## src/rtl/comp_sample_sequencer.sv

```systemverilog
// Comparator-bank sampler: 2-flop sync, interval sampling, debounce, commit of code + popcount.
// Optional peak-hold of the committed popcount when PEAK_HOLD_EN is defined.
module comp_sample_sequencer #(
  parameter int SAMPLE_DIV = 1000,
  parameter int STABLE_CNT = 3
) (
  input  logic       clk,
  input  logic       rst_n,
  input  logic       en,
  input  logic [4:0] comps_raw,
`ifdef PEAK_HOLD_EN
  input  logic       peak_clr,
  output logic [2:0] peak,
`endif
  output logic [4:0] comps_out,
  output logic [2:0] count,
  output logic       upd
);

  localparam int DW = (SAMPLE_DIV > 1) ? $clog2(SAMPLE_DIV) : 1;
  localparam logic [DW-1:0] DIV_LAST   = DW'(SAMPLE_DIV - 1);
  localparam logic [3:0]    STABLE_MAX = 4'(STABLE_CNT);

  typedef enum logic [1:0] {IDLE, WAIT, SAMPLE, COMMIT} state_t;

  state_t        state_reg;
  logic [4:0]    sync1_reg;
  logic [4:0]    sync_reg;
  logic [4:0]    cand_reg;
  logic [3:0]    stable_reg;
  logic [DW-1:0] divider_reg;
  logic [3:0]    stable_next;
  logic          commit_go;

  function automatic logic [2:0] popcount(input logic [4:0] v);
    logic [2:0] acc;
    acc = '0;
    for (int i = 0; i < 5; i++) acc = acc + {2'b00, v[i]};
    return acc;
  endfunction

  always_ff @(posedge clk or negedge rst_n) begin
    if (!rst_n) begin
      sync1_reg <= '0;
      sync_reg  <= '0;
    end else begin
      sync1_reg <= comps_raw;
      sync_reg  <= sync1_reg;
    end
  end

  // Debounce result of the sample taken this cycle, used only in SAMPLE.
  always_comb begin
    stable_next = 4'd1;
    if (sync_reg == cand_reg)
      stable_next = (stable_reg >= STABLE_MAX) ? STABLE_MAX : stable_reg + 4'd1;
    commit_go = (stable_next == STABLE_MAX) && (sync_reg != comps_out);
  end

  always_ff @(posedge clk or negedge rst_n) begin
    if (!rst_n) begin
      state_reg   <= IDLE;
      cand_reg    <= '0;
      stable_reg  <= '0;
      divider_reg <= '0;
      comps_out   <= '0;
      count       <= '0;
      upd         <= 1'b0;
    end else begin
      upd <= 1'b0;
      if (!en) begin
        // A commit already in flight still lands so the display stays coherent.
        if (state_reg == COMMIT) begin
          comps_out <= cand_reg;
          count     <= popcount(cand_reg);
          upd       <= 1'b1;
        end
        state_reg   <= IDLE;
        divider_reg <= '0;
        stable_reg  <= '0;
      end else begin
        case (state_reg)
          IDLE: begin
            divider_reg <= '0;
            state_reg   <= WAIT;
          end
          WAIT: begin
            if (divider_reg == DIV_LAST) begin
              divider_reg <= '0;
              state_reg   <= SAMPLE;
            end else begin
              divider_reg <= divider_reg + 1'b1;
            end
          end
          SAMPLE: begin
            cand_reg   <= sync_reg;
            stable_reg <= stable_next;
            state_reg  <= commit_go ? COMMIT : WAIT;
          end
          COMMIT: begin
            comps_out <= cand_reg;
            count     <= popcount(cand_reg);
            upd       <= 1'b1;
            state_reg <= WAIT;
          end
          default: state_reg <= IDLE;
        endcase
      end
    end
  end

`ifdef PEAK_HOLD_EN
  logic [2:0] commit_cnt;
  assign commit_cnt = popcount(cand_reg);

  // On a coincident clear the freshly committed count takes precedence.
  always_ff @(posedge clk or negedge rst_n) begin
    if (!rst_n) begin
      peak <= '0;
    end else if (state_reg == COMMIT) begin
      if (peak_clr || commit_cnt > peak) peak <= commit_cnt;
    end else if (peak_clr) begin
      peak <= count;
    end
  end
`endif

endmodule
```

## config.mk

```make
export PLATFORM = sky130hd
export DESIGN_NAME = comp_sample_sequencer
export DESIGN_NICKNAME = d
export VERILOG_FILES = /design/src/rtl/comp_sample_sequencer.sv
export SDC_FILE = /design/constraint.sdc
export NUM_CORES = 1
export LEC_CHECK = 0
export ABC_AREA = 1
export CAP_MARGIN = 40
export CELL_PAD_IN_SITES_DETAIL_PLACEMENT = 1
export CELL_PAD_IN_SITES_GLOBAL_PLACEMENT = 1
export CORE_MARGIN = 2
export CORE_UTILIZATION = 39
export CTS_CLUSTER_SIZE = 12
export DETAILED_ROUTE_END_ITERATION = 16
export PLACE_DENSITY = 0.74
export SYNTH_ARGS = -nofsm -noshare
export SYNTH_HDL_FRONTEND = slang
export SYNTH_SLANG_ARGS = --single-unit
export TNS_END_PERCENT = 100
```

## constraint.sdc

```tcl
create_clock -name clk -period 2.04 [get_ports clk]
set_input_delay 0.51 -clock clk [delete_from_list [all_inputs] [get_ports clk]]
set_output_delay 0.51 -clock clk [all_outputs]
set_load 0.005 [all_outputs]
```

==> results_dict.tcl, run 1 <==
set metrics [dict create \
    initial_core_util 0.405 \
    fin_crit_ps 1950 \
    status "complete, no violations" \
    vias 1443 \
    place_ws_ps 89.0 \
    die_h_um 74.3 \
    r2r_start "cand_reg[0]" \
    drt_wl_total_mm 4.18 \
    coreArea_sq_um 4750 \
    syn_avg_cell_area_sq_um 8.84 \
    cts_root_buf "clkbuf_8" \
    setup_violations 0 \
    cts-buffers-inserted 5 \
    drt_iter0_markers 44 \
    largest_reg_flops 10 \
    hpwl_mm 3.12 \
    cts_tree "yes" \
    cts_buffer_depth 2 \
    cp_max_fo 5 \
    power_per_cell_area_nw_per_um2 1130 \
    drc 0 \
    worst-setup-path-type "flop to flop" \
    vias_per_cell 4.63 \
    synth_cell_type_count 26 \
    netlist.area_leader.share 0.519 \
    grt_pass1_vias 1592 \
    final_nets 261 \
    die_x_um 74.3 \
    tightest_slew_ps 504 \
    finClkSkew_ps 3.65 \
    yosysWarnings 0 \
    grt_overflow_total 0 \
    firstDrtPassIters 4 \
    gp_congestion 0.802 \
    yosysSeqAreaShare 0.519 \
    area_growth_pct 20.5 \
    layout_common_cells "nand2_1 (59), dfrtp_1 (40), inv_1 (31)" \
    fp.dieArea_sq_um 5520 \
    syn-instance-count 218 \
    drt.antenna.violating_nets 0 \
    hold_slack_ps 270 \
    drv_slew 0 \
    rows 25 \
    fmax_ghz 0.513 \
    grt_max_degree 41 \
    register_area_sq_um 1000 \
    utilization 0.488 \
    synth_fp_nets 235 \
    p_leak_nw 1.15 \
    postCtsSetupBuffers 0 \
    hold_path_class "primary input to async pin" \
    multiInputGateArea_sq_um 795 \
    synthTopCellsByArea "dfrtp_1 (52%), nand2_1 (11%), inv_1 (6.0%)" \
    fin_crit_sh 0.956 \
    startpoint_type "flop" \
    mostFrequentLayoutCell "nand2_1" \
    cp.arrival_ps 2130 \
    ir_drop_uv 519 \
    grt_antenna_before_repair 0 \
    cts.hold.buffers_added 0 \
    finalSetupTns_ps 0 \
    hold_violations 0 \
    diodes 0 \
    clk_latency_ps 290 \
    syn_area_sq_um 1930 \
    fin_ws_ps 90.6 \
    drv_cap 0 \
    cts_max_level 2 \
    grt_pass1_wl_mm 7.39 \
    track_usage 0.182 \
    cts.clk_slew.worst_paths_ps 80 \
    io_buffers 16 \
    fillers 578 \
    clock_sinks 40 \
    cp-end-kind "flop" \
    cts_resized 0 \
    slew_headroom 0.664 \
    drive_above_1_share 0.127 \
    ys_ff_latch 40 \
    required_ps 2220 \
    ioPinCount 17 \
    worstSetupStartpoint "cand_reg[0]" \
    wl_per_cell_um 13.4 \
    rsz0062_at_grt "no" \
    yosysTopAreaCell "dfrtp_1" \
]
[per-stage QoR]
| stage | std cells | area (sq um) | power (mW) |
|---|---|---|---|
| final | 312 | 2320 | 2.62 |
| after global routing | 312 | 2320 | 2.83 |
| after CTS | 312 | 2320 | 2.67 |
| after detailed placement | 304 | 2200 | 1.94 |
| after global placement | 304 | 2200 | 1.91 |
| after floorplan | 218 | 1930 | 1.57 |
[Yosys cell counts (all sizes together)]
master	n
mux2	4
xnor2	4
o22ai	2
nand2	62
a22o	1
xor2	1
nand4	4
nor3	3
inv	33
dfrtp	40
o21ai	13
ha	7
and3	1
nor4	1
a21oi	4
nor2	23
nand3b	1
fa	2
clkbuf	2
nand3	10
[cell type report]
class / instances / area share
timing repair buffer: 21 / 0.0830
inverter: 33 / 0.0533
tap: 67 / 0.0361
clock buffer: 7 / 0.0415
multi-input combinational: 143 / 0.342
sequential: 40 / 0.431
clock inverter: 1 / 0.0129
[report_power, final]
group,internal [mW],leakage (nW),switching (mW)
sequential,0.953,0.514,0.161
clock,0.432,0.0645,0.275
combinational,0.396,0.576,0.406
[per-layer routing]
| layer | part of all wire | routed length (um) | vias up | global-route usage |
|---|---|---|---|---|
| met5 | 0 | 0 | - | 0 |
| met4 | 0.014 | 57 | 0 | 0.0655 |
| met3 | 0.021 | 88 | 5 | 0.0407 |
| met2 | 0.48 | 2010 | 14 | 0.297 |
| met1 | 0.48 | 2030 | 691 | 0.241 |
| li1 | - | - | 733 | - |
[worst paths after layout]
path,endpoint,slack [ps],cells past startpoint
max,count[1],90,4
min,sync_reg[0],270,2
max reg2reg,count[1],90,4
min reg2reg,sync_reg[2],350,0
max in group asynchronous,divider_reg[6],1430,2
min in group clk,sync_reg[2],350,0
[cells by family (layout without fill, tap and decap cells)]
family          count (synthesis)  in the layout  share of synthesized area
fa+ha+maj                       9              9                     0.0662
compound gates                 20             20                     0.0552
xor+xnor                        5              5                     0.0227
buf+inv                        35             62                     0.0682
mux                             4              4                     0.0234
simple gates                  105            105                      0.245
flops                          40             40                      0.519
[critical path: stages (launching register included)]
cell and delay (ps):
dfrtp_1 440, fa_1 500, fa_1 370, ha_1 270
mux2_2 260
Note: power is estimated with default switching activity, not from simulation.
==> run 2, diff against run 1 <==
--- a/config.mk
+++ b/config.mk
@@ -10,11 +10,12 @@
 export CELL_PAD_IN_SITES_DETAIL_PLACEMENT = 1
 export CELL_PAD_IN_SITES_GLOBAL_PLACEMENT = 1
 export CORE_MARGIN = 2
-export CORE_UTILIZATION = 39
+export CORE_UTILIZATION = 43
 export CTS_CLUSTER_SIZE = 12
 export DETAILED_ROUTE_END_ITERATION = 16
-export PLACE_DENSITY = 0.74
+export DONT_BUFFER_PORTS = 1
+export PLACE_DENSITY = 0.73
+export REMOVE_ABC_BUFFERS = 1
 export SYNTH_ARGS = -nofsm -noshare
 export SYNTH_HDL_FRONTEND = slang
 export SYNTH_SLANG_ARGS = --single-unit
-export TNS_END_PERCENT = 100
==> results_dict.tcl, run 2 (same netlist as run 1, synthesis figures left out) <==
set metrics [dict create \
    status "complete, no violations" \
    cts_tree "yes" \
    postCtsSetupBuffers 0 \
    grt_pass1_wl_mm 7.05 \
    setup_violations 0 \
    drv_cap 0 \
    rsz0062_at_grt "no" \
    cp_max_fo 5 \
    finClkSkew_ps 9.04 \
    cts.clk_slew.worst_paths_ps 70 \
    grt_pass1_vias 1575 \
    dp_cells 268 \
    layout_common_cells "nand2_1 (59), dfrtp_1 (39), inv_1 (31)" \
    cts_root_buf "clkbuf_8" \
    cts_buffer_depth 2 \
    fin_crit_ps 1990 \
    cp.arrival_ps 2170 \
    diodes 0 \
    slew_headroom 0.659 \
    cts-buffers-inserted 5 \
    die_x_um 70.9 \
    track_usage 0.182 \
    finalSetupTns_ps 0 \
    cts_max_level 2 \
    power_per_cell_area_nw_per_um2 1080 \
    fin_cells 276 \
    largest_reg_flops 10 \
    grt_overflow_total 0 \
    grt_max_degree 41 \
    initial_core_util 0.446 \
    fmax_ghz 0.501 \
    rows 24 \
    vias 1415 \
    final_nets 241 \
    gp_congestion 0.733 \
    fp.dieArea_sq_um 5030 \
    hpwl_mm 3.01 \
    p_leak_nw 1.06 \
    clock_sinks 40 \
    required_ps 2220 \
    startpoint_type "flop" \
    hold_violations 0 \
    worst-setup-path-type "flop to flop" \
    grt_antenna_before_repair 0 \
    tightest_slew_ps 511 \
    ioPinCount 17 \
    io_buffers 0 \
    fin_crit_sh 0.978 \
    drt_iter0_markers 54 \
    hold_path_class "primary input to async pin" \
    place_ws_ps 28.2 \
    area_growth_pct 8.12 \
    cp-end-kind "flop" \
    drt.antenna.violating_nets 0 \
    wl_per_cell_um 14.4 \
    die_h_um 70.9 \
    clk_latency_ps 290 \
    fin_ws_ps 45.4 \
    drv_slew 0 \
    coreArea_sq_um 4320 \
    vias_per_cell 5.13 \
    mostFrequentLayoutCell "nand2_1" \
    drc 0 \
    firstDrtPassIters 3 \
    drt_wl_total_mm 3.97 \
    drive_above_1_share 0.112 \
    ir_drop_uv 607 \
]
==> run 2: area by class of cell <==
| cell class | instances | area, sq um |
|---|---|---|
| well taps | 52 | 65.1 |
| inverters | 33 | 124 |
| fillers | 518 | 2240 |
| flip-flops and latches | 40 | 1000 |
| clock buffers | 6 | 72.6 |
| clock inverters | 1 | 5.00 |
| multi-input cells | 143 | 795 |
| repair buffers | 1 | 20.0 |
==> run 2: metal layers <==
| layer | vias to the layer above | global-route usage | part of all wire |
|---|---|---|---|
| met2 | 17 | 0.327 | 0.53 |
| met4 | 0 | 0.0818 | 0.022 |
| met5 | - | 0 | 0 |
| met3 | 8 | 0.0499 | 0.037 |
| met1 | 701 | 0.199 | 0.41 |
| li1 | 689 | - | - |
==> run 2: final timing paths <==
path	startpoint	slack (ps)	depth (start not counted)	to
setup / recovery	cand_reg[0]	50	4	count[1]
hold / removal	rst_n	60	1	state_reg[0]
setup reg to reg	cand_reg[0]	50	4	count[1]
hold reg to reg	sync1_reg[0]	350	0	sync_reg[0]
max in group asynchronous	rst_n	1790	1	cand_reg[0]
min in group clk	comps_raw[1]	240	0	sync1_reg[1]
==> run 2: power by group <==
group	switching [mW]	leakage [nW]	total, mW	internal (mW)
clock network	0.258	0.0410	0.490	0.232
registers	0.181	0.513	1.14	0.956
logic	0.359	0.501	0.619	0.259
==> run 2: worst max-delay path, stage by stage, from the launching register on <==
cell and delay (ps):
dfrtp_2 440, fa_1 500, fa_1 390, ha_1 280
mux2_2 270
==> run 2: repair_timing <==
item,CTS,global route
endpoints found under the hold margin,40,0
hold buffers,1,0
gates resized for setup,0,1
setup endpoints to repair,0,1
==> run 2: per-stage QoR <==
stage / utilization / total power, mW / area (sq um) / hold slack (ps)
2_1_floorplan: - / 1.56 / 1920 / 214
3_3_place_gp: 0.459 / 1.69 / 1980 / 215
3_5_place_dp: 0.459 / 1.77 / 1980 / 215
4_1_cts: 0.481 / 2.29 / 2080 / 47.5
5_1_grt: 0.482 / 2.44 / 2080 / 52.0
6_report: 0.482 / 2.25 / 2080 / 55.2
